**src/rtl/spi_pkg.sv**
```systemverilog
`timescale 1ns/1ps
// spi_pkg: shared types for the generic SPI master.
// Edge type is taken from bit 0 of the SCLK edge counter.
package spi_pkg;

    typedef enum logic [2:0] {
        IDLE,
        SETUP,
        SHIFT,
        HOLD,
        DONE
    } spi_state_e;

    localparam logic EDGE_LEAD  = 1'b0;
    localparam logic EDGE_TRAIL = 1'b1;

endpackage

```
**src/rtl/spi_master_gen_if.sv**
```systemverilog
`timescale 1ns/1ps
// spi_master_gen_if: control bus and pin bundle of the SPI master.
// master = the SPI master itself, slave = controller/pin side.
interface spi_master_gen_if #(
    parameter int DATA_W = 8,
    parameter int CNT_W  = 8
);

    logic              start;
    logic              cpol;
    logic              cpha;
    logic [CNT_W-1:0]  n_words;
    logic [DATA_W-1:0] din;
    logic              miso;
    logic              sclk;
    logic              mosi;
    logic              cs_n;
    logic              busy;
    logic [DATA_W-1:0] dout;
    logic              word_done;

    modport master (
        input  start, cpol, cpha, n_words, din, miso,
        output sclk, mosi, cs_n, busy, dout, word_done
    );

    modport slave (
        output start, cpol, cpha, n_words, din, miso,
        input  sclk, mosi, cs_n, busy, dout, word_done
    );

endinterface

```
**src/rtl/spi_clk_tick.sv**
```systemverilog
`timescale 1ns/1ps
// spi_clk_tick: half-period divider for Pmod serial blocks.
// o_tick pulses on the last of every CLK_DIV enabled cycles.
module spi_clk_tick #(
    parameter int CLK_DIV = 750
) (
    input  logic CLK,
    input  logic RST,
    input  logic i_en,
    input  logic i_clr,
    output logic o_tick
);

    localparam int CW = $clog2(CLK_DIV);

    logic [CW-1:0] r_cnt;

    assign o_tick = i_en && (r_cnt == CW'(CLK_DIV - 1));

    always_ff @(posedge CLK) begin
        if (RST || i_clr) begin
            r_cnt <= '0;
        end else if (i_en) begin
            r_cnt <= o_tick ? '0 : r_cnt + 1'b1;
        end
    end

endmodule

```
**src/rtl/spi_master_gen.sv**
```systemverilog
`timescale 1ns/1ps
// spi_master_gen: CPOL/CPHA-configurable SPI master with multi-word bursts.
// SCLK, MOSI and CS_N are registers updated on divider ticks of CLK.
module spi_master_gen
    import spi_pkg::*;
#(
    parameter int DATA_W    = 8,
    parameter int CLK_DIV   = 750,
    parameter int MSB_FIRST = 1,
    parameter int CNT_W     = 8
) (
    input logic              CLK,
    input logic              RST,
    spi_master_gen_if.master bus
);

    localparam int EW = $clog2(2 * DATA_W);
    localparam logic [EW-1:0] LAST_EDGE = EW'(2 * DATA_W - 1);

    spi_state_e r_state, w_next;

    logic              r_cpol, r_cpha;
    logic [CNT_W-1:0]  r_words_left;
    logic [EW-1:0]     r_edge_cnt;
    logic [DATA_W-1:0] r_tx, r_rx, r_dout;
    logic              r_sclk, r_mosi, r_cs_n, r_word_done;

    logic              w_tick, w_start, w_shift_tick;
    logic              w_last, w_more, w_sample, w_drive;
    logic              w_tx_head, w_din_head;
    logic [DATA_W-1:0] w_tx_shift, w_din_shift, w_rx_shift, w_rx_next;

    spi_clk_tick #(.CLK_DIV(CLK_DIV)) u_tick (
        .CLK    (CLK),
        .RST    (RST),
        .i_en   (r_state != IDLE),
        .i_clr  (r_state == IDLE),
        .o_tick (w_tick)
    );

    // The head bit is the next one on the wire; the shift drops it.
    if (MSB_FIRST != 0) begin : g_msb
        assign w_tx_head   = r_tx[DATA_W-1];
        assign w_din_head  = bus.din[DATA_W-1];
        assign w_tx_shift  = {r_tx[DATA_W-2:0], 1'b0};
        assign w_din_shift = {bus.din[DATA_W-2:0], 1'b0};
        assign w_rx_shift  = {r_rx[DATA_W-2:0], bus.miso};
    end else begin : g_lsb
        assign w_tx_head   = r_tx[0];
        assign w_din_head  = bus.din[0];
        assign w_tx_shift  = {1'b0, r_tx[DATA_W-1:1]};
        assign w_din_shift = {1'b0, bus.din[DATA_W-1:1]};
        assign w_rx_shift  = {bus.miso, r_rx[DATA_W-1:1]};
    end

    assign w_start      = (r_state == IDLE) && bus.start && (bus.n_words != '0);
    assign w_shift_tick = (r_state == SHIFT) && w_tick;
    assign w_last       = (r_edge_cnt == LAST_EDGE);
    assign w_more       = (r_words_left > CNT_W'(1));
    assign w_sample     = w_shift_tick &&
                          (r_edge_cnt[0] == (r_cpha ? EDGE_TRAIL : EDGE_LEAD));
    assign w_drive      = w_shift_tick && !w_sample && !w_last;
    assign w_rx_next    = w_sample ? w_rx_shift : r_rx;

    always_comb begin
        w_next = r_state;
        unique case (r_state)
            IDLE:    if (w_start) w_next = SETUP;
            SETUP:   if (w_tick) w_next = SHIFT;
            SHIFT:   if (w_tick && w_last && !w_more) w_next = HOLD;
            HOLD:    if (w_tick) w_next = DONE;
            DONE:    if (w_tick) w_next = IDLE;
            default: w_next = IDLE;
        endcase
    end

    always_ff @(posedge CLK) begin
        if (RST) r_state <= IDLE;
        else     r_state <= w_next;
    end

    always_ff @(posedge CLK) begin
        if (RST) begin
            r_cpol       <= 1'b0;
            r_cpha       <= 1'b0;
            r_words_left <= '0;
            r_edge_cnt   <= '0;
            r_tx         <= '0;
            r_rx         <= '0;
            r_dout       <= '0;
            r_sclk       <= 1'b0;
            r_mosi       <= 1'b0;
            r_cs_n       <= 1'b1;
            r_word_done  <= 1'b0;
        end else begin
            r_word_done <= 1'b0;
            r_cs_n      <= (w_next == IDLE) || (w_next == DONE);

            if (r_state == IDLE)
                r_sclk <= bus.cpol;
            else if (w_shift_tick)
                r_sclk <= ~r_sclk;
            else if (r_state == HOLD || r_state == DONE)
                r_sclk <= r_cpol;

            // In mode cpha=0 the first bit must be on MOSI before any edge.
            if (w_start) begin
                r_cpol       <= bus.cpol;
                r_cpha       <= bus.cpha;
                r_words_left <= bus.n_words;
                r_edge_cnt   <= '0;
                r_rx         <= '0;
                if (bus.cpha) begin
                    r_tx <= bus.din;
                end else begin
                    r_tx   <= w_din_shift;
                    r_mosi <= w_din_head;
                end
            end

            if (w_shift_tick) begin
                r_rx <= w_rx_next;
                if (w_drive) begin
                    r_mosi <= w_tx_head;
                    r_tx   <= w_tx_shift;
                end
                if (w_last) begin
                    r_dout       <= w_rx_next;
                    r_word_done  <= 1'b1;
                    r_words_left <= r_words_left - 1'b1;
                    r_edge_cnt   <= '0;
                    if (w_more && r_cpha) begin
                        r_tx <= bus.din;
                    end else if (w_more) begin
                        r_tx   <= w_din_shift;
                        r_mosi <= w_din_head;
                    end
                end else begin
                    r_edge_cnt <= r_edge_cnt + 1'b1;
                end
            end
        end
    end

    assign bus.sclk      = r_sclk;
    assign bus.mosi      = r_mosi;
    assign bus.cs_n      = r_cs_n;
    assign bus.busy      = (r_state != IDLE);
    assign bus.dout      = r_dout;
    assign bus.word_done = r_word_done;

endmodule

```
**src/flat_wrapper.sv**
```systemverilog
// flat-port wrapper written by rule: the top's interface ports become plain ports
module spi_master_gen_flat import spi_pkg::*;
#(
    parameter int DATA_W    = 8,
    parameter int CLK_DIV   = 750,
    parameter int MSB_FIRST = 1,
    parameter int CNT_W     = 8
)
  (CLK, RST, bus_start, bus_cpol, bus_cpha, bus_n_words, bus_din, bus_miso, bus_sclk, bus_mosi, bus_cs_n, bus_busy, bus_dout, bus_word_done);
  spi_master_gen_if #(.DATA_W(DATA_W), .CNT_W(CNT_W)) bus_i ();
  input logic CLK;
  input logic RST;
  input wire logic [$bits(bus_i.start)-1:0] bus_start;
  input wire logic [$bits(bus_i.cpol)-1:0] bus_cpol;
  input wire logic [$bits(bus_i.cpha)-1:0] bus_cpha;
  input wire logic [$bits(bus_i.n_words)-1:0] bus_n_words;
  input wire logic [$bits(bus_i.din)-1:0] bus_din;
  input wire logic [$bits(bus_i.miso)-1:0] bus_miso;
  output wire logic [$bits(bus_i.sclk)-1:0] bus_sclk;
  output wire logic [$bits(bus_i.mosi)-1:0] bus_mosi;
  output wire logic [$bits(bus_i.cs_n)-1:0] bus_cs_n;
  output wire logic [$bits(bus_i.busy)-1:0] bus_busy;
  output wire logic [$bits(bus_i.dout)-1:0] bus_dout;
  output wire logic [$bits(bus_i.word_done)-1:0] bus_word_done;
  assign bus_i.start = bus_start;
  assign bus_i.cpol = bus_cpol;
  assign bus_i.cpha = bus_cpha;
  assign bus_i.n_words = bus_n_words;
  assign bus_i.din = bus_din;
  assign bus_i.miso = bus_miso;
  assign bus_sclk = bus_i.sclk;
  assign bus_mosi = bus_i.mosi;
  assign bus_cs_n = bus_i.cs_n;
  assign bus_busy = bus_i.busy;
  assign bus_dout = bus_i.dout;
  assign bus_word_done = bus_i.word_done;
  spi_master_gen #(.DATA_W(DATA_W), .CLK_DIV(CLK_DIV), .MSB_FIRST(MSB_FIRST), .CNT_W(CNT_W)) u_core (.CLK(CLK), .RST(RST), .bus(bus_i));
endmodule
```
**config.mk**
```make
export PLATFORM = sky130hd
export DESIGN_NAME = spi_master_gen_flat
export DESIGN_NICKNAME = d
export VERILOG_FILES = /design/src/rtl/spi_pkg.sv /design/src/rtl/spi_master_gen_if.sv /design/src/rtl/spi_clk_tick.sv /design/src/rtl/spi_master_gen.sv /design/src/flat_wrapper.sv
export SDC_FILE = /design/constraint.sdc
export NUM_CORES = 1
export LEC_CHECK = 0
export ABC_CLOCK_PERIOD_IN_PS = 2200
export BUFFER_PORTS_ARGS = -buffer_cell sky130_fd_sc_hd__buf_4
export CAP_MARGIN = 5
export CELL_PAD_IN_SITES_DETAIL_PLACEMENT = 0
export CELL_PAD_IN_SITES_GLOBAL_PLACEMENT = 1
export CORE_ASPECT_RATIO = 1.2
export CORE_UTILIZATION = 43
export DETAILED_ROUTE_END_ITERATION = 12
export PLACE_DENSITY = 0.77
export SYNTH_ARGS = -nofsm -noshare
export SYNTH_HDL_FRONTEND = slang
export SYNTH_SLANG_ARGS = --single-unit
export TNS_END_PERCENT = 5
```
**constraint.sdc**
```tcl
create_clock -name CLK -period 2.2 [get_ports CLK]
set_clock_uncertainty 0.05 [all_clocks]
set_input_delay 0.44 -clock CLK [delete_from_list [all_inputs] [get_ports CLK]]
set_output_delay 0.44 -clock CLK [all_outputs]
set_load 0.02 [all_outputs]
```
==> out/metrics.yaml, run 1 <==
status: "completed"
cts_tree: "done"
final_common_cell: "nand2_1"
grt_usage: 0.2152
path_buf_inv: 3
final_antenna_net_count: 0
crit_chain: "inv_1 -> ha_1 -> nor4bb_2 -> buf_4 -> nand4_1 -> buf_4 -> or4_1 -> nand3_1 -> a21oi_1"
cp_common_cell: "buf_4"
setup_violations: 0
r2r_start: "u_core.u_tick.r_cnt[1]"
switching_power_mw: 0.5076
end_kind: "flip-flop"
period_minus_slack_ns: 2.034
path_class: "flip-flop to flip-flop"
num_rows: 32
max-clock-path-buffers: 2
drc: 0
root_buffer: "clkbuf_8"
grt.overflow.total: 0
synth_mux_area_frac: 0.06189
required_ns: 2.34
hold_depth: 3
vias: 2735
grt_pass1_wl_um: 12310
clkPwrFrac: 0.307
fin_crit_sh: 0.9248
crit_fanout: 8
slowest_stage: "or4_1"
cts_buffers: 5
avgSynthCellArea_um2: 8.054
power.density_nw_per_um2: 558.7
leakagePower_nw: 1.366
min_path_type: "input pin to flip-flop"
cp-startpoint: "u_core.u_tick.r_cnt[1]"
critPathTopFamily: "simple AND/OR/NAND/NOR gates"
dieArea_um2: 7153
multi_input_area_um2: 1698
hpwl_um: 5271
clk_pin_slew_ns: 0.10
synthCells: 364
ff2ff_path_depth: 9
vias_per_cell: 5.514
nets: 437
worst_pin_slew_ns: 0.5954
synth_compound_area_frac: 0.1997
final_util: 0.5372
cp.arrival_ns: 2.17
synth.distinct_cells: 54
drv_slew: 0
r2r-end: "u_core.r_words_left[6]"
seqPwrFrac: 0.537
setup_tns_ns: 0
max_freq_mhz: 491.5
cts.sinks: 55
clock_latency_ns: 0.30
max_stage_delay_ns: 0.45
antenna_cells: 0
synth_edf_count: 0
ir_worst_vdd_uv: 286.6
wire_per_inst_um: 14.78
dieHeight_um: 92.45
synth_fa_ha_area_frac: 0.02134
cts_max_level: 2
drtPass1Iterations: 4
hold_end: "u_core.r_rx[0]"
antenna_found_initial: 0
synth_xor_xnor_area_share: 0.03286
synth-simple-area-share: 0.2612
slew_headroom: 0.6004
initial_utilization: 0.4492
grt_pass1_vias: 2562
synth_area_um2: 2932
ys_seq_elements: 55
r2r_setup_slack_ns: 0.17
layout_common_cells: "nand2_1 (69), buf_4 (61), dfxtp_1 (55), nor2_1 (34), a21oi_1 (31)"
rsz0062_at_grt: "false"
fillers: 644
syn_nets: 391
grt_max_degree: 31
ys_warn_count: 0
pwr-share-comb: 0.156
drt_iter0_drc: 140
numPortBuffers: 34
power.internal_mw: 1.451
ys.flop_type: "dfxtp_1"
swShare: 0.2592
max-cap-violations: 0
fp.coreArea_um2: 6526
gp_congestion: 0.7932
synth_top_family_by_area: "simple AND/OR/NAND/NOR gates"
hold_viol_final: 0
yosysSeqAreaShare: 0.3756
syn_to_final_growth_pct: 19.59
postRouteWirelength_um: 7330
drive_gt1_frac: 0.2117
hp-start: "bus_miso"
regArea_um2: 1101
die_w_um: 77.38
synthArstFlopShare: 0
io_pins: 35
cp-start-kind: "flip-flop"
[kinds of logic after synthesis]
family	after synthesis
flops	55
simple gates	161
xor+xnor	11
mux	16
buf+inv	29
compound gates	87
fa+ha+maj	5
[power by group through the flow]
stage	clock, mW	sequential (mW)	combinational, mW
3_5_place_dp	0	1.07	0.304
4_1_cts	0.621	1.05	0.306
6_report	0.602	1.05	0.306
5_1_grt	0.671	1.05	0.335
2_1_floorplan	0	1.07	0.185
3_3_place_gp	0	1.07	0.302
[tightest hold or removal path: cells and delay by family]
family,cells,cell delay [ns]
AO/OA/AOI/OAI,1,0.06
buffers and inverters,1,0.08
AND/OR/NAND/NOR,1,0.07
[synth_stat cells (8+ instances only)]
master / number / area share
nor2_1: 34 / 0.044
clkbuf_1: 12 / 0.015
nand4_1: 10 / 0.021
a21oi_1: 31 / 0.053
o21ai_0: 9 / 0.015
nand3_1: 12 / 0.020
o211ai_1: 8 / 0.020
nand2_1: 69 / 0.088
mux2i_1: 8 / 0.027
dfxtp_1: 55 / 0.38
a22oi_1: 8 / 0.020
[repair_timing]
item / in CTS / in global routing
endpoints found under the setup margin: 0 / 2
buffers inserted: 0 / 2
hold buffers: 0 / 0
gates resized for setup: 0 / 1
[routing by layer]
layer / vias to the layer above / share of wire / track usage
li1: 1393 / - / -
met1: 1280 / 0.48 / 0.2766
met2: 55 / 0.48 / 0.3650
met3: 7 / 0.031 / 0.03350
met4: 0 / 0.011 / 0.07075
met5: - / 0 / 0
[registers in the layout, indices dropped and copies added, names as in the netlist, 3 cells and up]
register	count
u_core.r_state	3
u_core.r_edge_cnt	4
u_core.r_tx	8
u_core.r_rx	8
u_core.u_tick.r_cnt	10
u_core.bus.dout	8
u_core.r_words_left	8
[metrics by stage]
stage                     power, mW  hold WS [ns]  setup WS [ns]  std cells  instance area, um^2
after floorplan               1.257        0.3865         0.2334        364                 2932
after global placement        1.376        0.3954         0.1796        486                 3385
after detailed placement      1.378        0.3961         0.1438        486                 3385
after CTS                     1.977        0.3232         0.1407        494                 3485
after global routing          2.061        0.3300        0.01374        496                 3506
final                         1.959        0.3348         0.1655        496                 3506
[layout make-up]
cell class / count / share of cell area
clock buffer: 8 / 0.02855
inverter: 6 / 0.006424
multi-input combinational: 280 / 0.4843
sequential: 55 / 0.3141
timing repair buffer: 62 / 0.1363
tap: 85 / 0.03034
[worst max-delay path by stage]
stage,end,slack (ns),cells past startpoint
finish,u_core.r_words_left[6],0.17,9
global placement,u_core.r_rx[1],0.18,8
floorplan,u_core.bus.cs_n,0.23,7
global route,u_core.r_words_left[6],0.01,9
detailed placement,u_core.r_rx[4],0.14,8
CTS,bus_busy,0.14,5
Power figures use the tool's default switching activity.
==> inputs of run 2 (changes only) <==
- ABC_CLOCK_PERIOD_IN_PS: 2200 -> 2400
- CORE_UTILIZATION: 43 -> 46
- PLACE_DENSITY: 0.77 -> 0.82
- clock period: 2.2 -> 2.4 ns (I/O delays scaled with it)
==> out/metrics.yaml, run 2 (same netlist as run 1, synthesis figures left out) <==
status: "completed"
drv_slew: 0  # unchanged
clock_latency_ns: 0.31  # about the same
required_ns: 2.54  # +0.20 ns
postRouteWirelength_um: 7261  # -0.94%
end_kind: "flip-flop"
max-clock-path-buffers: 2  # unchanged
dp.cells: 480  # -1.2%
clk_pin_slew_ns: 0.10  # about the same
io_pins: 35  # unchanged
post_cts_resized: 0  # unchanged
period_minus_slack_ns: 2.134  # +0.09975 ns
grt.overflow.total: 0  # unchanged
drive_gt1_frac: 0.1975  # -0.01415
max-cap-violations: 0  # unchanged
cts_max_level: 2  # unchanged
nets: 432  # -1.1%
fp.coreArea_um2: 6090  # -6.7%
numPortBuffers: 34  # unchanged
final_cell_count_no_fill: 487  # -1.8%
final_antenna_net_count: 0  # unchanged
leakagePower_nw: 1.337  # -2.1%
worst_pin_slew_ns: 0.6721  # +0.07675 ns
dieHeight_um: 89.45  # -3.2%
dieArea_um2: 6698  # -6.4%
layout_setup_ws_ns: 0.2658  # +0.1003 ns
min_path_type: "input pin to flip-flop"
max_freq_mhz: 468.6  # -4.7%
drtPass1Iterations: 4  # unchanged
ir_worst_vdd_uv: 250.0  # -13%
whs_ns: 0.3674  # +0.03261 ns
hpwl_um: 5182  # -1.7%
die_w_um: 74.88  # -3.2%
largest_register_ffs: 10  # unchanged
slew_headroom: 0.5489  # -0.05151
vias_per_cell: 5.626  # +2.0%
power.density_nw_per_um2: 531.4  # -4.9%
cts_buffers: 5  # unchanged
cts_hold_buf: 0  # unchanged
place_ws_ns: 0.2905  # +0.1467 ns
setup_tns_ns: 0  # unchanged
grt_usage: 0.2259  # +0.01072
setup_violations: 0  # unchanged
cts_tree: "done"
wire_per_inst_um: 14.91  # +0.89%
hold_viol_final: 0  # unchanged
cts.sinks: 55  # unchanged
layout_common_cells: "nand2_1 (69), buf_4 (57), dfxtp_1 (55), nor2_1 (34), a21oi_1 (31)"
crit_fanout: 8  # unchanged
post_cts_buffers: 0  # unchanged
gp_congestion: 0.8169  # +3.0%
num_rows: 31  # -3.1%
antenna_found_initial: 0  # unchanged
initial_utilization: 0.4814  # +0.03221
drc: 0  # unchanged
root_buffer: "clkbuf_8"
cp-start-kind: "flip-flop"
vias: 2740  # +0.18%
cp.arrival_ns: 2.27  # +0.10 ns
grt_pass1_vias: 2450  # -4.4%
drt_iter0_drc: 111  # -21%
final_common_cell: "nand2_1"
grt_pass1_wl_um: 11630  # -5.5%
antenna_cells: 0  # unchanged
grt_max_degree: 46  # +48%
fin_crit_sh: 0.8893  # -0.03550
largest_register: "u_core.u_tick.r_cnt"
syn_to_final_growth_pct: 17.63
path_class: "flip-flop to flip-flop"
rsz0062_at_grt: "false"
## run 2: critical path: stages, from the launching register on
cell and delay (ns):
dfxtp_1 0.35, inv_1 0.06, ha_1 0.13, nor4bb_1 0.28, buf_4 0.20, nand4_1 0.16, or3_1 0.41, a221oi_2 0.31
nor2_1 0.07
## run 2: per-layer routing
layer | track usage | vias to the layer above | routed length, um
li1 | - | 1380 | -
met1 | 0.2932 | 1291 | 3318
met2 | 0.3866 | 61 | 3544
met3 | 0.04510 | 8 | 329
met4 | 0.04631 | 0 | 69
met5 | 0 | - | 0
## run 2: layout make-up
| cell class | instances | area (um^2) |
|---|---|---|
| Clock inverter | 1 | 30.03 |
| Tap cell | 82 | 102.6 |
| Fill cell | 620 | 2641 |
| Timing Repair Buffer | 57 | 427.9 |
| Multi-Input combinational cell | 280 | 1692 |
| Sequential cell | 55 | 1101 |
| Clock buffer | 6 | 72.57 |
| Inverter | 6 | 22.52 |
## run 2: worst paths after layout
check                              start                 end  slack, ns  cells after the start
setup reg to reg  u_core.u_tick.r_cnt[1]     u_core.bus.cs_n       0.27                      8
hold reg to reg       u_core.bus.dout[5]  u_core.bus.dout[5]       0.41                      2
hold / removal                  bus_miso      u_core.r_rx[0]       0.37                      3
setup / recovery  u_core.u_tick.r_cnt[1]     u_core.bus.cs_n       0.27                      8
## run 2: power by group
part | switching [mW] | internal, mW
registers | 0.0230 | 0.942
logic | 0.150 | 0.117
clock network | 0.294 | 0.307
total | 0.467 | 1.37
## run 2: per-stage QoR
step | area, um^2 | util | power [mW]
finish | 3448 | 0.5663 | 1.832
global route | 3448 | 0.5663 | 1.907
CTS | 3448 | 0.5663 | 1.853
detailed placement | 3346 | 0.5494 | 1.252
global placement | 3346 | 0.5494 | 1.251
floorplan | 2932 | - | 1.152
